`config.mk`:
```
export PLATFORM = sky130hd
export DESIGN_NAME = mem_access_unit
export DESIGN_NICKNAME = d
export VERILOG_FILES = /design/src/rtl/mem_access_unit_pkg.sv /design/src/rtl/mem_lane_align.sv /design/src/rtl/mem_access_unit.sv
export SDC_FILE = /design/constraint.sdc
export NUM_CORES = 1
export LEC_CHECK = 0
export ABC_AREA = 1
export CAP_MARGIN = 20
export CORE_MARGIN = 5
export CORE_UTILIZATION = 40
export CTS_CLUSTER_SIZE = 25
export DETAILED_ROUTE_END_ITERATION = 8
export MAX_ROUTING_LAYER = met4
export PLACE_DENSITY_LB_ADDON = 0.1
export SLEW_MARGIN = 25
export SYNTH_ARGS = -nofsm -noshare
export SYNTH_HDL_FRONTEND = slang
export SYNTH_HIERARCHICAL = 1
export SYNTH_SLANG_ARGS = --single-unit
```
`constraint.sdc`:
```
create_clock -name clk -period 7 [get_ports clk]
set_clock_uncertainty 0.2 [all_clocks]
set_input_delay 1.4 -clock clk [delete_from_list [all_inputs] [get_ports clk]]
set_output_delay 1.4 -clock clk [all_outputs]
set_load 0.02 [all_outputs]
```
`src/rtl/mem_access_unit_pkg.sv`:
```
// -----------------------------------------------------------------------------
// mem_access_unit_pkg
// Shared definitions for the data-memory access stage: funct3 access codes,
// access-size codes used by the lane aligner, the access FSM state encoding and
// a helper that classifies an access as illegal (conflicting controls, unknown
// size, or misaligned halfword/word).
// -----------------------------------------------------------------------------
package mem_access_unit_pkg;

    // funct3 access size/sign codes
    localparam logic [2:0] F3_B  = 3'b000;
    localparam logic [2:0] F3_H  = 3'b001;
    localparam logic [2:0] F3_W  = 3'b010;
    localparam logic [2:0] F3_BU = 3'b100;
    localparam logic [2:0] F3_HU = 3'b101;

    // Access size as carried in funct3[1:0]
    localparam logic [1:0] SZ_B = 2'b00;
    localparam logic [1:0] SZ_H = 2'b01;
    localparam logic [1:0] SZ_W = 2'b10;

    // Access FSM states
    typedef enum logic [1:0] {
        IDLE = 2'd0,
        REQ  = 2'd1,
        DONE = 2'd2
    } state_t;

    // True when a presented access may not be issued to memory.
    // Only meaningful when at least one of rd/wr is set.
    function automatic logic access_illegal(
        input logic       rd,
        input logic       wr,
        input logic [2:0] f3,
        input logic [1:0] lo
    );
        logic bad;
        bad = rd & wr;
        case (f3)
            F3_B, F3_BU: bad = bad;
            F3_H, F3_HU: bad = bad | lo[0];
            F3_W:        bad = bad | (lo != 2'b00);
            default:     bad = 1'b1;
        endcase
        return bad;
    endfunction

endpackage

```
`src/rtl/mem_lane_align.sv`:
```
// -----------------------------------------------------------------------------
// mem_lane_align
// Purely combinational byte-lane steering for the data-memory port.
//   Store side: st_size_i (funct3[1:0]), st_addr_lo_i, st_data_i in;
//               st_be_o byte enables and lane-replicated st_wdata_o out.
//   Load side:  ld_funct3_i, ld_addr_lo_i (latched at accept), raw ld_rdata_i
//               in; ld_data_o selected and sign/zero-extended word out.
// -----------------------------------------------------------------------------
module mem_lane_align
    import mem_access_unit_pkg::*;
(
    input  logic [1:0]  st_size_i,
    input  logic [1:0]  st_addr_lo_i,
    input  logic [31:0] st_data_i,
    output logic [3:0]  st_be_o,
    output logic [31:0] st_wdata_o,
    input  logic [2:0]  ld_funct3_i,
    input  logic [1:0]  ld_addr_lo_i,
    input  logic [31:0] ld_rdata_i,
    output logic [31:0] ld_data_o
);

    logic [7:0]  byte_s;
    logic [15:0] half_s;

    // Store byte enables and replicated write data by access size
    always_comb begin
        st_be_o    = 4'b0000;
        st_wdata_o = 32'h0000_0000;
        case (st_size_i)
            SZ_B: begin
                st_be_o    = 4'b0001 << st_addr_lo_i;
                st_wdata_o = {4{st_data_i[7:0]}};
            end
            SZ_H: begin
                if (st_addr_lo_i[1]) begin
                    st_be_o = 4'b1100;
                end else begin
                    st_be_o = 4'b0011;
                end
                st_wdata_o = {2{st_data_i[15:0]}};
            end
            SZ_W: begin
                st_be_o    = 4'b1111;
                st_wdata_o = st_data_i;
            end
            default: begin
                st_be_o    = 4'b0000;
                st_wdata_o = 32'h0000_0000;
            end
        endcase
    end

    // Pick the addressed byte and halfword out of the read word
    always_comb begin
        byte_s = 8'h00;
        half_s = 16'h0000;
        case (ld_addr_lo_i)
            2'b00:   byte_s = ld_rdata_i[7:0];
            2'b01:   byte_s = ld_rdata_i[15:8];
            2'b10:   byte_s = ld_rdata_i[23:16];
            2'b11:   byte_s = ld_rdata_i[31:24];
            default: byte_s = 8'h00;
        endcase
        if (ld_addr_lo_i[1]) begin
            half_s = ld_rdata_i[31:16];
        end else begin
            half_s = ld_rdata_i[15:0];
        end
    end

    // Sign- or zero-extend the selected lane(s) to a full word
    always_comb begin
        ld_data_o = 32'h0000_0000;
        case (ld_funct3_i)
            F3_B:    ld_data_o = {{24{byte_s[7]}}, byte_s};
            F3_BU:   ld_data_o = {24'h00_0000, byte_s};
            F3_H:    ld_data_o = {{16{half_s[15]}}, half_s};
            F3_HU:   ld_data_o = {16'h0000, half_s};
            F3_W:    ld_data_o = ld_rdata_i;
            default: ld_data_o = 32'h0000_0000;
        endcase
    end

endmodule

```
`src/rtl/mem_access_unit.sv`:
```
// -----------------------------------------------------------------------------
// mem_access_unit
// MEM-stage data-memory access unit of the RV32 pipeline. Accepts a load or
// store from the forwarding mux, issues it on a req/ack memory port with
// byte lanes, stalls the pipeline while it is outstanding, and registers the
// extended load result plus the destination into the MEM/WB register.
// Ports:
//   clk, reset                 clock, asynchronous active-high reset
//   Mem_Read/Mem_Write/...     access controls, address, store data, rd, we
//   Dmem_Req/We/Addr/WData/BE  registered memory request, held until ack
//   Dmem_Ack/Dmem_RData        memory completion and read word
//   Mem_Stall                  hold IF..MEM while an access is in flight
//   Mem_Exc                    registered one-cycle illegal-access pulse
//   Wb_Mem_ReadData/Wb_Rd/Wb_RegWrite  MEM/WB register outputs
// -----------------------------------------------------------------------------
module mem_access_unit
    import mem_access_unit_pkg::*;
#(
    parameter int ADDR_W = 32
) (
    input  logic              clk,
    input  logic              reset,
    input  logic              Mem_Read,
    input  logic              Mem_Write,
    input  logic [2:0]        Mem_Funct3,
    input  logic [ADDR_W-1:0] Mem_Addr,
    input  logic [31:0]       Mux_Mem_WriteData,
    input  logic [4:0]        Mem_Rd,
    input  logic              Mem_RegWrite,
    output logic              Dmem_Req,
    output logic              Dmem_We,
    output logic [ADDR_W-1:0] Dmem_Addr,
    output logic [31:0]       Dmem_WData,
    output logic [3:0]        Dmem_BE,
    input  logic              Dmem_Ack,
    input  logic [31:0]       Dmem_RData,
    output logic              Mem_Stall,
    output logic              Mem_Exc,
    output logic [31:0]       Wb_Mem_ReadData,
    output logic [4:0]        Wb_Rd,
    output logic              Wb_RegWrite
);

    state_t state_q, state_d;

    logic              access_s;
    logic              illegal_s;
    logic              accept_s;
    logic              capture_s;
    logic              stall_s;
    logic              exc_d;

    logic [ADDR_W-1:0] addr_q;
    logic              we_q;
    logic [31:0]       wdata_q;
    logic [3:0]        be_q;
    logic [2:0]        f3_q;
    logic [1:0]        lo_q;
    logic              exc_q;
    logic [31:0]       rdata_q;
    logic [4:0]        wb_rd_q;
    logic              wb_rw_q;

    logic [3:0]        st_be_s;
    logic [31:0]       st_wdata_s;
    logic [31:0]       ld_data_s;

    assign access_s  = Mem_Read | Mem_Write;
    assign illegal_s = access_s &
                       access_illegal(Mem_Read, Mem_Write, Mem_Funct3, Mem_Addr[1:0]);

    // Store lanes come from the live inputs (latched at accept); load lanes
    // use the latched funct3/offset because the read word arrives later.
    mem_lane_align u_align (
        .st_size_i    (Mem_Funct3[1:0]),
        .st_addr_lo_i (Mem_Addr[1:0]),
        .st_data_i    (Mux_Mem_WriteData),
        .st_be_o      (st_be_s),
        .st_wdata_o   (st_wdata_s),
        .ld_funct3_i  (f3_q),
        .ld_addr_lo_i (lo_q),
        .ld_rdata_i   (Dmem_RData),
        .ld_data_o    (ld_data_s)
    );

    // Access FSM state register
    always_ff @(posedge clk or posedge reset) begin
        if (reset) begin
            state_q <= IDLE;
        end else begin
            state_q <= state_d;
        end
    end

    // Next state, stall and capture strobes
    always_comb begin
        state_d   = state_q;
        accept_s  = 1'b0;
        capture_s = 1'b0;
        stall_s   = 1'b0;
        exc_d     = 1'b0;
        case (state_q)
            IDLE: begin
                exc_d = illegal_s;
                if (access_s && !illegal_s) begin
                    stall_s  = 1'b1;
                    accept_s = 1'b1;
                    state_d  = REQ;
                end else begin
                    state_d = IDLE;
                end
            end
            REQ: begin
                stall_s = 1'b1;
                if (Dmem_Ack) begin
                    capture_s = ~we_q;
                    state_d   = DONE;
                end else begin
                    state_d = REQ;
                end
            end
            // The pipeline advances this cycle; never re-accept the same
            // instruction that is still sitting on the inputs.
            DONE: begin
                state_d = IDLE;
            end
            default: begin
                state_d = IDLE;
            end
        endcase
    end

    // Request latches, exception pulse, load result and MEM/WB register
    always_ff @(posedge clk or posedge reset) begin
        if (reset) begin
            addr_q  <= '0;
            we_q    <= 1'b0;
            wdata_q <= 32'h0000_0000;
            be_q    <= 4'b0000;
            f3_q    <= 3'b000;
            lo_q    <= 2'b00;
            exc_q   <= 1'b0;
            rdata_q <= 32'h0000_0000;
            wb_rd_q <= 5'd0;
            wb_rw_q <= 1'b0;
        end else begin
            exc_q <= exc_d;
            if (accept_s) begin
                addr_q <= {Mem_Addr[ADDR_W-1:2], 2'b00};
                we_q   <= Mem_Write;
                f3_q   <= Mem_Funct3;
                lo_q   <= Mem_Addr[1:0];
                if (Mem_Write) begin
                    wdata_q <= st_wdata_s;
                    be_q    <= st_be_s;
                end else begin
                    wdata_q <= 32'h0000_0000;
                    be_q    <= 4'b0000;
                end
            end
            if (capture_s) begin
                rdata_q <= ld_data_s;
            end
            if (!stall_s) begin
                wb_rd_q <= Mem_Rd;
                wb_rw_q <= Mem_RegWrite & ~exc_d;
            end
        end
    end

    // Request is a decode of the state register, so reset drops it at once
    assign Dmem_Req        = (state_q == REQ);
    assign Dmem_We         = we_q;
    assign Dmem_Addr       = addr_q;
    assign Dmem_WData      = wdata_q;
    assign Dmem_BE         = be_q;
    assign Mem_Stall       = stall_s;
    assign Mem_Exc         = exc_q;
    assign Wb_Mem_ReadData = rdata_q;
    assign Wb_Rd           = wb_rd_q;
    assign Wb_RegWrite     = wb_rw_q;

endmodule

```
# ---- Yosys cells after proc, flatten, opt, wreduce, memory -nomap -nowiden
# Index checks and enable logic that the tools add are counted.
dict set report word_totals {
  input_bits 110
  word_cells 62
  regBits 113
}
dict set report op_classes {
  reduce_logical 10
  n_eq_ne 14
  bitwise 8
  muxes 18
  shift 1
}
# operator count
set op_table {}
lappend op_table {{one-hot mux 32 bit (5 select lines)} 1}
lappend op_table {{one-hot mux 32 bit (3 select lines)} 1}
lappend op_table {{2-to-1 mux 32 bit} 1}
lappend op_table {{one-hot mux 8 bit (4 select lines)} 1}
lappend op_table {{2-to-1 mux 16 bit} 1}
lappend op_table {{equality test 3 bit (second input constant)} 4}
lappend op_table {{one-hot mux 4 bit (3 select lines)} 1}
lappend op_table {{2-to-1 mux 4 bit} 2}
lappend op_table {{equality test 2 x 1 -> 1 bit (second input constant)} 3}
lappend op_table {{equality test 2 bit (second input constant)} 3}
lappend op_table {{equality test 3 x 1 -> 1 bit (second input constant)} 2}
lappend op_table {{equality test 3 x 2 -> 1 bit (second input constant)} 2}
lappend op_table {{logical NOT 2 bit} 3}
lappend op_table {{logical NOT 3 bit} 2}
lappend op_table {{2-to-1 mux 1 bit} 6}
lappend op_table {{one-hot mux 2 bit (2 select lines)} 1}
lappend op_table {{OR reduction 2 bit} 2}
lappend op_table {{<< shifter 1 x 2 -> 4 bit (first input constant)} 1}
lappend op_table {{bitwise AND 1 bit} 3}
lappend op_table {{OR 1 bit} 3}
lappend op_table {{one-hot mux 1 bit (3 select lines)} 1}
lappend op_table {{2-to-1 mux 2 bit} 1}
lappend op_table {{inverter 1 bit} 2}
lappend op_table {{one-hot mux 1 bit (2 select lines)} 1}
lappend op_table {{other kinds (3)} 3}

# ---- Depth between registers and ports, before layout
# Gate-level depths: netlist (run 1).
dict set report logic_depth {
  word_depth 8
  depth_mapped 11
  depth_no_buf 9
}

# ---- Modules after synthesis
# The synthesis (run 1) kept the hierarchy.
# module seq_area_each_um2 n_inst cells_per_inst area_each_um2
set by_module_without_submodules {}
lappend by_module_without_submodules {mem_access_unit 2827.7 1 499 4624.4}
lappend by_module_without_submodules {mem_lane_align 0.0 1 355 1516.5}

# ---- Worst setup path after synthesis (run 1)
# Ideal clock, no wire load.
dict set report synth_timing {
  kind {input -> output}
  start {input port Mem_Addr[0]}
  end {output port Mem_Stall}
  n_path_buf 0
  stages 5
  t_arrival_ps 2037
  path_slack_ps 3363
  path_cell_list {nor2_1 nand2_1 nand2_4 nand3_1 nand2_2}
}
dict set report synth_between {
  elab_chain_cells 8
  elab_cells_between_ends 9
  classes_between {3 x mux; 3 x bitwise; 3 x reduce/logical}
}
# item line
set synth_lines {}
lappend synth_lines {{start, declared} mem_access_unit.sv:26} ;# input logic [ADDR_W-1:0] Mem_Addr,
lappend synth_lines {{nonzero test 2 bit} mem_access_unit_pkg.sv:42} ;# F3_W: bad = bad | (lo != 2'b00);
lappend synth_lines {{OR 1 bit} mem_access_unit_pkg.sv:42}
lappend synth_lines {{one-hot mux 1 bit (3 select lines) (*)} mem_access_unit_pkg.sv:39} ;# case (f3)
lappend synth_lines {{bitwise AND 1 bit (*)} mem_access_unit.sv:69} ;# assign illegal_s = access_s &
lappend synth_lines {{logical NOT 1 bit (*)} mem_access_unit.sv:105} ;# if (access_s && !illegal_s) begin
lappend synth_lines {{logical AND 1 bit (*)} mem_access_unit.sv:105}
lappend synth_lines {{2-to-1 mux 1 bit (*)} mem_access_unit.sv:105}
lappend synth_lines {{one-hot mux 1 bit (2 select lines) (*)} mem_access_unit.sv:102} ;# case (state_q)
lappend synth_lines {{end, declared} mem_access_unit.sv:37} ;# output logic Mem_Stall,
# Every way passes the cells marked *; elsewhere a longest branch is shown, timed or not.

# ---- Worst setup path after layout (run 1)
dict set report layout_timing {
  start {input port Mem_Write}
  end {output port Mem_Stall}
}
dict set report layout_between {
  elab_chain_cells 8
  elab_cells_between_ends 10
  classes_between {3 x mux; 5 x bitwise; 2 x reduce/logical}
}
# item line
set layout_lines {}
lappend layout_lines {{start, declared} mem_access_unit.sv:24} ;# input logic Mem_Write,
lappend layout_lines {{bitwise AND 1 bit} mem_access_unit_pkg.sv:38} ;# bad = rd & wr;
lappend layout_lines {{OR 1 bit, on equally long branches} {mem_access_unit_pkg.sv:42, mem_access_unit_pkg.sv:41}}
lappend layout_lines {{one-hot mux 1 bit (3 select lines)} mem_access_unit_pkg.sv:39}
lappend layout_lines {{bitwise AND 1 bit} mem_access_unit.sv:69}
lappend layout_lines {{logical NOT 1 bit} mem_access_unit.sv:105}
lappend layout_lines {{logical AND 1 bit (*)} mem_access_unit.sv:105}
lappend layout_lines {{2-to-1 mux 1 bit (*)} mem_access_unit.sv:105}
lappend layout_lines {{one-hot mux 1 bit (2 select lines) (*)} mem_access_unit.sv:102}
# Marks and branches as above.

==> metrics.md, run 1 <==
| Metric | Value |
|---|---|
| Status | `finished, final reports clean` |
| Clock transition at path regs | `50 ps` |
| Inserted Diodes | `0` |
| Syn_area_per_cell | `7.19 um2` |
| Largest cells by area after synthesis | `dfrtp_1 46%, nand2_1 27%, nand3_1 9.2%` |
| Clk root buf | `clkbuf_16` |
| Synth Cell Area | `0.00614 mm2` |
| Vias in the first global route | `5799` |
| Post-synth cell types | `24` |
| ANT nets after route | `0` |
| DR WL/cell | `14.5 um` |
| Drt initial violations | `398` |
| Clock Sinks | `113` |
| Most frequent cell after synthesis | `nand2_1` |
| Area growth, synth to finish | `43.3%` |
| CTS Buf Count | `17` |
| Cell Pwr Density | `359 mW/mm2` |
| Number of max-cap violations | `0` |
| #FFs+latches synth | `113` |
| Total gr overflow | `0` |
| Antenna violations before repair | `0` |
| Clk buf depth | `2` |
| Total Neg Setup Slack | `0 ps` |
| Worst reg-to-reg setup slack | `4540 ps` |
| Fillcell total | `1450` |
| Chip Width | `134 um` |
| Core Area | `0.0151 mm2` |
| WP data required | `5400 ps` |
| Max-slew headroom | `37.0%` |
| Register area | `0.00283 mm2` |
| Period minus WS final | `5100 ps` |
| Ys Warns | `6` |
| H-tree levels | `4` |
| HPWL after DPL | `12.9 mm` |
| Share of cells above drive strength 1 | `5.46%` |
| Sequential fraction of the synthesis area | `46.0%` |
| First-pass GRT wire length | `28.5 mm` |
| Critical Path AT | `3500 ps` |
| Routability cong. | `0.831` |
| Fin crit share | `72.9%` |
| Fin Hold WS | `264 ps` |
| Final setup vio count | `0` |
| Aggregate global-route resource usage | `20.6%` |
| Post-synth top cells | `448 x nand2_1, 113 x dfrtp_1, 113 x nand3_1` |
| CP Launch Type | `input pin` |
| Critical path class | `in2out` |
| Gates resized, CTS repair | `0` |
| Residual DRC | `0` |
| Fmax | `196 MHz` |
| P_leak | `4.62 nW` |
| Min-delay worst type | `reg2reg` |
| # nets final | `1159` |
| Mapped Cells | `854` |
| Post-CTS Hold Buffers | `0` |
| Synth async-reset ratio | `100%` |
| Vias | `5996` |
| Final instance area | `0.00880 mm2` |
| Post-Route WL | `18.1 mm` |
| RSZ-0062 raised after global routing | `no` |
| Io pins | `220` |
| Ys flop type | `dfrtp_1` |
| Share of the synthesized area in the top cell type | `46.0%` |
| Largest net degree at the start of global routing | `74` |
| Port Buffers | `217` |
| Worst setup EP type | `output pin` |
| Max IR drop VDD | `0.198 mV` |
| Die height | `134 um` |
| TritonRoute pass-1 iters | `5` |
| Die ar. | `0.0179 mm2` |
| Number of enable flip-flop cells after synthesis | `0` |
| Worst slew pin tran | `940 ps` |
| Count of standard-cell rows | `45` |
| Starting Density | `40.5%` |
| Vias/cell | `4.80` |
| Clock latency on the worst-skew pair | `410 ps` |
| CTS tree | `done` |
| Final Hold Vio Count | `0` |
| Multi-input combinational cell area | `0.00269 mm2` |
| Total chip power | `3.16 mW` |
| Core Util, Final | `58.1%` |
| Slew Viols, Final | `0` |
| Post-CTS Setup Inserts | `0` |
| Placed inst area | `0.00818 mm2` |
| Crit-path max FO | `39` |
| Leading area contributor after synthesis | `dfrtp_1` |
==> metal layers <==
| layer | vias up | track usage (%) | wire length [um] |
|---|---|---|---|
| met3 | 33 | 6.38 | 1510 |
| li1 | 3013 | - | - |
| met5 | - | - | 0 |
| met4 | 0 | 7.43 | 393 |
| met1 | 2742 | 26.4 | 7970 |
| met2 | 208 | 31.1 | 8220 |
==> power by group <==
group	total (mW)	switching, mW	internal (mW)
clock	0.896	0.300	0.596
combinational	1.28	0.728	0.550
sequential	0.988	0.137	0.851
==> state kept, by name (all words and copies together) (netlist names) <==
name,cells
Mem_Exc,1
Wb_Mem_ReadData,32
Wb_Rd,5
state_q,2
Dmem_BE,4
Wb_RegWrite,1
Dmem_WData,32
Dmem_We,1
f3_q,3
lo_q,2
Dmem_Addr,30
==> stage by stage <==
step | std cells | setup WS, ps
after floorplan | 855 | 2410
after global placement | 1218 | 1900
after detailed placement | 1218 | 1880
after CTS | 1250 | 1880
after global routing | 1250 | 1800
final | 1250 | 1900
==> layout make-up <==
cell class	instances	area share (%)
Clock buffer	23	5.54
Clock inverter	9	1.46
Inverter	65	2.83
Multi-Input combinational cell	633	30.5
Sequential cell	113	32.1
Tap cell	188	2.67
Timing Repair Buffer	219	24.9
==> critical path, stage by stage <==
cell and delay (ps):
clkdlybuf4s50_1 450, buf_4 360, nor2_1 130, nor2_4 130, nand3_1 200, nand2_2 200, clkdlybuf4s50_1 630
==> path summary, 6_finish.rpt <==
path	start	endpoint	depth (start not counted)
min in group asynchronous	reset	Wb_Mem_ReadData[27]	2
worst min-delay path	Wb_Mem_ReadData[1]	Wb_Mem_ReadData[1]	2
max in group asynchronous	reset	Dmem_Addr[30]	3
worst min register to register	Wb_Mem_ReadData[1]	Wb_Mem_ReadData[1]	2
worst max-delay path	Mem_Write	Mem_Stall	7
worst max register to register	lo_q[1]	Wb_Mem_ReadData[14]	9
==> cell families after synthesis <==
group	after synthesis	share of synthesized area (%)
simple gates	606	41.6
flops	113	46.0
buf+inv	109	10.3
compound gates	25	2.04
other cells	1	0.0611
==> placed cells by master (no fill, tap or decap), types with 7 or more instances in the layout <==
master             n
nand2_1          448
clkdlybuf4s50_1  217
dfrtp_1          113
nand3_1          113
inv_1             59
nor2_1            24
clkbuf_16         17
o21ai_0           15
nand2_2            7
a21oi_1            7
No activity file was read; power rests on OpenSTA's default activity.
==> run 2, diff against run 1 <==
==> constraint.sdc (replaced) <==
create_clock -name clk -period 4.9 [get_ports clk]
set_clock_uncertainty 0.2 [all_clocks]
set_input_delay 0.98 -clock clk [delete_from_list [all_inputs] [get_ports clk]]
set_output_delay 0.98 -clock clk [all_outputs]
set_load 0.02 [all_outputs]
==> run 2 against run 1 <==
Cell area is essentially flat; final cell count up 0.16%; clock power up 42%; critical path type unchanged; worst hold slack barely moved; largest cell class unchanged; critical endpoint unchanged; register-to-register slack got worse by 2100 ps; core utilization about the same.
==> metrics.md, run 2 (synthesis gave the netlist of run 1 again) <==
| Metric | Value |
|---|---|
| Min-delay worst type | `reg2reg (unchanged)` |
| CTS tree | `done (unchanged)` |
| Final Hold Vio Count | `0 (unchanged)` |
| Largest net degree at the start of global routing | `74 (unchanged)` |
| Clock transition at path regs | `50 ps (about the same)` |
| First-pass GRT wire length | `30.2 mm (was 28.5 mm)` |
| Most frequent cells in the layout | `448 x nand2_1, 217 x clkdlybuf4s50_1, 113 x dfrtp_1, 113 x nand3_1, 59 x inv_1 (unchanged)` |
| H-tree levels | `4 (unchanged)` |
| Slew Viols, Final | `0 (unchanged)` |
| Period minus WS final | `4120 ps` |
| Vias in the first global route | `5936 (was 5799)` |
| # nets final | `1161 (was 1159)` |
| Core Util, Final | `58.1% (about the same)` |
| DR WL/cell | `14.9 um (was 14.5 um)` |
| Final WS setup | `778 ps (was 1900 ps)` |
| Port Buffers | `217 (unchanged)` |
| Share of cells above drive strength 1 | `5.55% (was 5.46%)` |
| Critical path class | `in2out (unchanged)` |
| Inserted Diodes | `0 (unchanged)` |
| Gate power share | `40.6% (was 40.4%)` |
| Routability cong. | `0.837 (was 0.831)` |
| Clk buf depth | `2 (unchanged)` |
| Starting Density | `40.5% (unchanged)` |
| Worst slew pin tran | `958 ps (was 940 ps)` |
| Seq pwr share | `31.3% (was 31.2%)` |
| P_leak | `4.62 nW (about the same)` |
| Area growth, synth to finish | `43.4% (was 43.3%)` |
| ANT nets after route | `0 (unchanged)` |
| Post-CTS Hold Buffers | `0 (unchanged)` |
| Worst reg-to-reg setup slack | `2400 ps (was 4540 ps)` |
| Fin crit share | `84.1%` |
| Total gr overflow | `0 (unchanged)` |
| Die height | `134 um (unchanged)` |
| Cell Pwr Density | `514 mW/mm2 (was 359 mW/mm2)` |
| Post-Route WL | `18.7 mm (was 18.1 mm)` |
| Commonest non-fill, non-tap cell in the layout | `nand2_1 (unchanged)` |
| Drt initial violations | `474 (was 398)` |
| Gates resized, CTS repair | `0 (unchanged)` |
| HPWL after DPL | `13.4 mm (was 12.9 mm)` |
| Int Pwr | `2.84 mW (was 2.00 mW)` |
| Clock latency on the worst-skew pair | `410 ps (about the same)` |
| Clock Power Share | `28.1% (was 28.3%)` |
| Post-CTS Setup Inserts | `0 (unchanged)` |
| Antenna violations before repair | `0 (unchanged)` |
| Aggregate global-route resource usage | `21.8% (was 20.6%)` |
| CTS Buf Count | `17 (unchanged)` |
| CP Launch Type | `input pin (unchanged)` |
| Core Area | `0.0151 mm2 (unchanged)` |
| Residual DRC | `0 (unchanged)` |
| Max IR drop VDD | `0.277 mV (was 0.198 mV)` |
| Max-slew headroom | `35.8% (was 37.0%)` |
| Io pins | `220 (unchanged)` |
| TritonRoute pass-1 iters | `5 (unchanged)` |
| Number of max-cap violations | `0 (unchanged)` |
| Clock Sinks | `113 (unchanged)` |
| Vias | `6031 (was 5996)` |
| Vias/cell | `4.82 (was 4.80)` |
| Fmax | `243 MHz` |
| Die ar. | `0.0179 mm2 (unchanged)` |
| Status | `finished, final reports clean (unchanged)` |
| Chip Width | `134 um (unchanged)` |
| Pre-CTS setup slack | `778 ps (was 1880 ps)` |
| Total Neg Setup Slack | `0 ps (unchanged)` |
| Crit-path max FO | `8 (was 39)` |
| Sw frac | `37.3% (was 36.9%)` |
| Count of standard-cell rows | `45 (unchanged)` |
| WP data required | `3720 ps (was 5400 ps)` |
| RSZ-0062 raised after global routing | `no (unchanged)` |
| Critical Path AT | `2940 ps (was 3500 ps)` |
| Final setup vio count | `0 (unchanged)` |
| Psw | `1.69 mW (was 1.17 mW)` |
| Total chip power | `4.53 mW (was 3.16 mW)` |
| Fin Hold WS | `264 ps (about the same)` |
| Clk root buf | `clkbuf_16 (unchanged)` |
| Worst setup EP type | `output pin (unchanged)` |
| Fillcell total | `1440 (was 1450)` |
run 2: cell types whose count changed in the layout (fill, tap and decap cells not counted), sizes merged:
cell / delta
clkinv: -2
buf: +2
clkinvlp: +2
run 2: worst paths after layout:
check,from,endpoint,cells after the start
max in group asynchronous,reset,Dmem_Addr[31],3
max,Mem_Funct3[0],Mem_Stall,7
max reg2reg,lo_q[1],Wb_Mem_ReadData[20],9
min reg2reg,Wb_Mem_ReadData[16],Wb_Mem_ReadData[16],2
min in group asynchronous,reset,Wb_Mem_ReadData[26],2
min,Wb_Mem_ReadData[16],Wb_Mem_ReadData[16],2
run 2: layout make-up:
cell class	count	area, um2	area share [%]
Clock inverter	9	130	1.48
Inverter	65	249	2.83
Clock buffer	23	478	5.43
Sequential cell	113	2830	32.1
Multi-Input combinational cell	633	2690	30.5
Tap cell	188	235	2.67
Timing Repair Buffer	221	2200	25.0
run 2: critical path, cell delays in order:
cell             delay (ps)
clkdlybuf4s50_1         560
nor2_1                  140
nand2_1                 110
nand2_4                 120
nand3_1                 200
nand2_2                 200
clkdlybuf4s50_1         630
run 2: power by group through the flow:
| stage | registers, mW | logic, mW | clock network (mW) |
|---|---|---|---|
| 2_1_floorplan | 1.71 | 0.780 | 0 |
| 3_3_place_gp | 1.43 | 1.84 | 0 |
| 3_5_place_dp | 1.43 | 1.85 | 0 |
| 4_1_cts | 1.42 | 1.86 | 1.30 |
| 5_1_grt | 1.46 | 2.01 | 1.34 |
| 6_report | 1.42 | 1.84 | 1.27 |
run 2: through the flow:
| stage | std cells | area [um2] |
|---|---|---|
| floorplan | 855 | 6140 |
| global placement | 1220 | 8200 |
| detailed placement | 1220 | 8200 |
| CTS | 1252 | 8810 |
| global route | 1252 | 8810 |
| finish | 1252 | 8810 |
run 2: metal layers:
| layer | part of all wire, % | GRT usage [%] | vias up |
|---|---|---|---|
| met5 | 0 | - | - |
| met3 | 8.4 | 6.75 | 17 |
| met1 | 43 | 28.1 | 2766 |
| met2 | 47 | 33.6 | 234 |
| met4 | 1.0 | 5.94 | 0 |
| li1 | - | - | 3014 |
